[src/rtl/glitch_free_clock_divider_pkg.sv]
// Shared types and constants for the glitch-free clock divider.
package glitch_free_clock_divider_package;

   localparam int unsigned STOP_THRESHOLD = 2;
   localparam int unsigned IDLE_CNT_WIDTH = 4;

   typedef enum logic [1:0] {
      RUNNING  = 2'd0,
      DRAINING = 2'd1,
      IDLE_GAP = 2'd2
   } switch_state_e;

endpackage

[src/rtl/glitch_free_clock_divider_phase_counter.sv]
// Phase counter: tracks the position of the next output cycle within the
// period and registers the high/low decision for that position.
module clock_divider_phase_counter
   import glitch_free_clock_divider_package::*;
#(
   parameter int unsigned DIVISOR_WIDTH = 8
) (
   input  logic                     clock_i,
   input  logic                     reset_i,
   input  logic [DIVISOR_WIDTH-1:0] divisor_i,
   input  logic                     restart_i,
   input  logic                     force_low_i,
   output logic                     period_end_c_o,
   output logic                     clock_out_o
);

   localparam int unsigned DW = DIVISOR_WIDTH;

   logic [DW-1:0] phase_q, phase_d;
   logic [DW-1:0] pos_c, half_c, last_pos_c;
   logic          running_c;
   logic          out_q, out_d;

   // Emit the cycle at position pos_c and advance, wrapping at D-1.
   always_comb begin
      running_c      = (divisor_i >= DW'(STOP_THRESHOLD));
      half_c         = divisor_i >> 1;
      last_pos_c     = divisor_i - DW'(1);
      pos_c          = restart_i ? '0 : phase_q;
      phase_d        = '0;
      out_d          = 1'b0;
      if (running_c && !force_low_i) begin
         out_d   = (pos_c < half_c);
         phase_d = (pos_c == last_pos_c) ? '0 : pos_c + DW'(1);
      end
      period_end_c_o = running_c && (phase_q == last_pos_c);
   end

   always_ff @(posedge clock_i) begin
      if (reset_i) begin
         phase_q <= '0;
         out_q   <= 1'b0;
      end else begin
         phase_q <= phase_d;
         out_q   <= out_d;
      end
   end

   assign clock_out_o = out_q;

endmodule

[src/rtl/glitch_free_clock_divider.sv]
// Clock divider whose ratio changes only at period boundaries, with a
// forced-low idle gap between the old and the new ratio.
module glitch_free_clock_divider
   import glitch_free_clock_divider_package::*;
#(
   parameter int unsigned DIVISOR_WIDTH = 8,
   parameter int unsigned RESET_DIVISOR = 2,
   parameter int unsigned IDLE_CYCLES   = 1
) (
   input  logic                     clock_i,
   input  logic                     reset_i,
   input  logic [DIVISOR_WIDTH-1:0] divisor_i,
   input  logic                     request_i,
   output logic                     busy_o,
   output logic [DIVISOR_WIDTH-1:0] current_divisor_o,
   output logic                     clock_out_o
);

   localparam int unsigned DW = DIVISOR_WIDTH;
   localparam int unsigned IW = IDLE_CNT_WIDTH;

   switch_state_e state_q, state_d;
   logic [DW-1:0] cur_q, cur_d;
   logic [DW-1:0] pend_q, pend_d;
   logic [IW-1:0] idle_q, idle_d;
   logic          busy_q, busy_d;
   logic [DW-1:0] div_sel_c;
   logic          apply_c, force_low_c, period_end_c, accept_c, stopped_c;

   // Apply decision depends only on registered state, keeping the counter loop acyclic.
   always_comb begin
      apply_c     = (state_q == IDLE_GAP) && (idle_q >= IW'(IDLE_CYCLES));
      force_low_c = (state_q == IDLE_GAP) && !apply_c;
      div_sel_c   = apply_c ? pend_q : cur_q;
   end

   clock_divider_phase_counter #(
      .DIVISOR_WIDTH (DIVISOR_WIDTH)
   ) u_phase_counter (
      .clock_i        (clock_i),
      .reset_i        (reset_i),
      .divisor_i      (div_sel_c),
      .restart_i      (apply_c),
      .force_low_i    (force_low_c),
      .period_end_c_o (period_end_c),
      .clock_out_o    (clock_out_o)
   );

   // Switch FSM: next state and pending/current divisor updates.
   always_comb begin
      state_d   = state_q;
      cur_d     = cur_q;
      pend_d    = pend_q;
      idle_d    = idle_q;
      accept_c  = request_i && !busy_q;
      stopped_c = (cur_q < DW'(STOP_THRESHOLD));
      unique case (state_q)
         RUNNING: begin
            if (accept_c) begin
               pend_d = divisor_i;
               if (stopped_c) begin
                  // The cycle after acceptance already counts as the first idle cycle.
                  state_d = IDLE_GAP;
                  idle_d  = IW'(1);
               end else if (period_end_c) begin
                  state_d = IDLE_GAP;
                  idle_d  = '0;
               end else begin
                  state_d = DRAINING;
               end
            end
         end
         DRAINING: begin
            if (period_end_c) begin
               state_d = IDLE_GAP;
               idle_d  = '0;
            end
         end
         IDLE_GAP: begin
            if (apply_c) begin
               cur_d   = pend_q;
               state_d = RUNNING;
            end else begin
               idle_d = idle_q + IW'(1);
            end
         end
         default: state_d = RUNNING;
      endcase
      busy_d = (state_d != RUNNING);
   end

   always_ff @(posedge clock_i) begin
      if (reset_i) begin
         state_q <= RUNNING;
         cur_q   <= DW'(RESET_DIVISOR);
         pend_q  <= DW'(RESET_DIVISOR);
         idle_q  <= '0;
         busy_q  <= 1'b0;
      end else begin
         state_q <= state_d;
         cur_q   <= cur_d;
         pend_q  <= pend_d;
         idle_q  <= idle_d;
         busy_q  <= busy_d;
      end
   end

   assign busy_o            = busy_q;
   assign current_divisor_o = cur_q;

endmodule
[config.mk]
export PLATFORM = sky130hd
export DESIGN_NAME = glitch_free_clock_divider
export DESIGN_NICKNAME = d
export VERILOG_FILES = /design/src/rtl/glitch_free_clock_divider_pkg.sv /design/src/rtl/glitch_free_clock_divider_phase_counter.sv /design/src/rtl/glitch_free_clock_divider.sv
export SDC_FILE = /design/constraint.sdc
export NUM_CORES = 1
export LEC_CHECK = 0
export ABC_AREA = 1
export ABC_CLOCK_PERIOD_IN_PS = 3300
export BUFFER_PORTS_ARGS = -buffer_cell sky130_fd_sc_hd__buf_2
export CAP_MARGIN = 10
export CORE_ASPECT_RATIO = 0.7
export CORE_MARGIN = 1
export CORE_UTILIZATION = 30
export DETAILED_ROUTE_END_ITERATION = 8
export PLACE_DENSITY = 0.57
export REMOVE_ABC_BUFFERS = 1
export SLEW_MARGIN = 20
export SYNTH_ARGS = -nofsm -noshare
export SYNTH_HDL_FRONTEND = slang
export SYNTH_SLANG_ARGS = --single-unit
[constraint.sdc]
create_clock -name clock_i -period 3.3 [get_ports clock_i]
set_input_delay 0 -clock clock_i [delete_from_list [all_inputs] [get_ports clock_i]]
set_output_delay 0 -clock clock_i [all_outputs]
set_load 0.01 [all_outputs]
==> results.sh <==
export IMPL_syn_avg_cell_area_um2=6.527
export IMPL_grtUsageTotal_pct=16.28
export IMPL_synthCells=378
export IMPL_hp_class="in2reg"
export IMPL_synth_fa_ha_area_share_pct=7.606
export IMPL_fin_crit_sh_pct=92.79
export IMPL_grtUsageMet3_pct=3.277
export IMPL_required_ns=3.47
export IMPL_synth_compound_area_share_pct=9.533
export IMPL_finalSetupTns_ns=0
export IMPL_core_mm2=0.007905
export IMPL_finalSetupViolCount=0
export IMPL_cts_tree="yes"
export IMPL_antenna_found_initial=0
export IMPL_initial_core_util_pct=31.21
export IMPL_status="completed"
export IMPL_fin_crit_ns=3.062
export IMPL_place_gp_congestion=0.8284
export IMPL_postCtsSetupBuffers=0
export IMPL_overflow=0
export IMPL_synth_area_mux_share_pct=0
export IMPL_crit_fanout=16
export IMPL_worstSetupStartpointType="register"
export IMPL_powerDensity_mw_per_mm2=1064
export IMPL_grt_busiest_layer="met1"
export IMPL_ioPinCount=21
export IMPL_reg2reg_depth=22
export IMPL_mostFrequentLayoutCells="nand2_1 (85), inv_1 (58), nand3_1 (44)"
export IMPL_ant_nets=0
export IMPL_clockBufferDepth=2
export IMPL_rows=27
export IMPL_firstDrtPassIters=4
export IMPL_clock_sinks=32
export IMPL_grt_pass1_vias=2304
export IMPL_fin_util_pct=36.10
export IMPL_grtUsageMet2_pct=23.11
export IMPL_clk_pin_slew_ns=0.06
export IMPL_holdPathStages=3
export IMPL_hold_violations=0
export IMPL_synth_xor_area_share_pct=2.840
export IMPL_synth_cell_types=31
export IMPL_clock_root_buffer="clkbuf_16"
export IMPL_cp_end_kind="register"
export IMPL_wl_mm=6.190
export IMPL_fin_skew_ns=0.003899
export IMPL_h_tree_depth=2
export IMPL_worstPathArrival_ns=3.24
export IMPL_cap_violations=0
export IMPL_die_h_um=77.88
export IMPL_area_delta_synth_final_pct=15.67
export IMPL_tritoncts_num_buffers=5
export IMPL_vias=2393
export IMPL_synth_simple_gate_area_share_pct=43.20
export IMPL_yosysSeqAreaShare_pct=25.96
export IMPL_num_antenna_cells=0
export IMPL_grt_pass1_wl_mm=10.94
export IMPL_drt_iter0_drc=167
export IMPL_dpl_hpwl_mm=4.822
export IMPL_rsz0062_at_grt="no"
export IMPL_synth_area_mm2=0.002467
export IMPL_ys_warn_count=0
export IMPL_max_freq_ghz=0.3266
export IMPL_met1_usage_pct=24.38
export IMPL_nFillCells=883
export IMPL_drive_gt1_share_pct=17.33
export IMPL_grt_max_degree=17
export IMPL_multi_input_area_mm2=0.001569
export IMPL_relSlewSlack_pct=66.70
export IMPL_slew_viol_final=0
export IMPL_io_buffers=20
export IMPL_critPathKind="reg2reg"
export IMPL_worstSkewPairLatency_ns=0.28
export IMPL_synth_seq_cells=32
export IMPL_final_common_cell="nand2_1"
export IMPL_wl_per_cell_um=12.26
export IMPL_layout_nets=429
export IMPL_peakVddDrop_uv=380.6
export IMPL_die_x_um=110.4
export IMPL_synth_top_family_by_area="simple AND/OR/NAND/NOR gates"
export IMPL_register_area_um2=643.1
export IMPL_vias_per_cell=4.739
export IMPL_power_static_leakage_nw=1.343
export IMPL_worst_pin_slew_ns=0.4956
export IMPL_fp_dieArea_mm2=0.008597
export IMPL_drc_errors=0
## final cells by class
class                   instances  share of cell area [%]
clock inverters                 3                  0.8330
clock buffers                   5                   4.384
inverters                      59                   7.760
multi-input cells             280                   54.98
flip-flops and latches         32                   22.53
repair buffers                 25                   5.085
well taps                     101                   4.428
## final timing paths
| kind | start | end | slack, ns |
|---|---|---|---|
| hold / removal | divisor_i[3] | pend_q[3] | 0.003 |
| hold reg to reg | pend_q[7] | pend_q[7] | 0.47 |
| setup / recovery | idle_q[1] | busy_o | 0.24 |
| setup reg to reg | idle_q[1] | busy_o | 0.24 |
## power by group
| part | internal (mW) | switching (mW) |
|---|---|---|
| clock network | 0.281 | 0.193 |
| registers | 0.513 | 0.119 |
| logic | 0.639 | 1.29 |
| total | 1.43 | 1.60 |
## state kept, by name (all words and copies together), names as in the netlist
name	cells
current_divisor_o	8
pend_q	8
u_phase_counter.phase_q	8
idle_q	4
state_q	2
busy_o	1
u_phase_counter.clock_out_o	1
## through the flow
stage | power, mW | worst slack, ns | instance area (um2) | hold slack (ns) | cells
6_report | 3.038 | 0.2380 | 2854 | 0.003345 | 505
2_1_floorplan | 2.093 | 0.4924 | 2421 | 0.07238 | 371
5_1_grt | 3.347 | 0.01050 | 2854 | 0.02718 | 505
4_1_cts | 3.013 | 0.1942 | 2841 | 0.008256 | 505
3_5_place_dp | 2.522 | 0.2180 | 2663 | 0.2328 | 494
3_3_place_gp | 2.524 | 0.2940 | 2663 | 0.2144 | 494
## synthesized netlist by cell type
library cell / instances / share of area, %
a21oi_1: 20 / 4.1
a21oi_2: 1 / 0.36
a31o_1: 1 / 0.36
a31oi_1: 2 / 0.51
buf_2: 1 / 0.20
buf_4: 1 / 0.30
buf_6: 2 / 0.91
clkbuf_1: 3 / 0.46
dfxtp_1: 32 / 26
ha_1: 15 / 7.6
inv_1: 58 / 8.8
inv_2: 1 / 0.15
nand2_1: 85 / 13
nand2_2: 13 / 3.3
nand2_4: 5 / 2.3
nand2_8: 2 / 1.6
nand3_1: 44 / 8.9
nand3_2: 5 / 2.0
nand3b_1: 1 / 0.30
nand4_1: 5 / 1.3
nor2_1: 39 / 5.9
nor2_2: 2 / 0.51
nor2_4: 6 / 2.7
nor3_1: 3 / 0.61
nor4_1: 2 / 0.51
o211ai_1: 1 / 0.30
o21ai_0: 18 / 3.7
o21bai_1: 1 / 0.30
or2_2: 1 / 0.25
xnor2_1: 2 / 0.71
xor2_1: 6 / 2.1
## routing by layer
layer  routed length, um  part of all wire [%]  vias up
met3                 292                   4.7        8
li1                    -                     -     1256
met4                  61                  0.99        0
met1                3420                    55     1080
met2                2416                    39       49
met5                   0                     0        -
## what timing repair did
| action | in CTS | in global routing |
|---|---|---|
| gates resized for setup | 0 | 5 |
| hold buffers | 3 | 0 |
| endpoints found under the hold margin | 3 | 0 |
| setup endpoints to repair | 0 | 12 |
## kinds of logic (layout without fill, tap and decap cells)
| group | Yosys count | in the layout |
|---|---|---|
| fa+ha+maj | 15 | 15 |
| buf+inv | 66 | 92 |
| xor+xnor | 8 | 8 |
| flops | 32 | 32 |
| compound gates | 44 | 44 |
| simple gates | 213 | 213 |
## critical path, stage by stage, from the launching register on
cell and delay, ns:
dfxtp_2 0.37, inv_1 0.07, ha_1 0.21, nor2_4 0.19
nand2_8 0.13, nand2_8 0.14, nand2_1 0.10, nand2_4 0.14
ha_2 0.31, xor2_1 0.13, nand2_1 0.06, nor2_1 0.10
nand3_1 0.12, nor2_1 0.19, nand3_2 0.09, nor2_2 0.14
nand2_4 0.10, nand2_2 0.08, nand2_1 0.05, nand2_1 0.05
nand2_1 0.05, nand2_1 0.07, nand2_1 0.06
No activity file was read; power rests on OpenSTA's default activity.
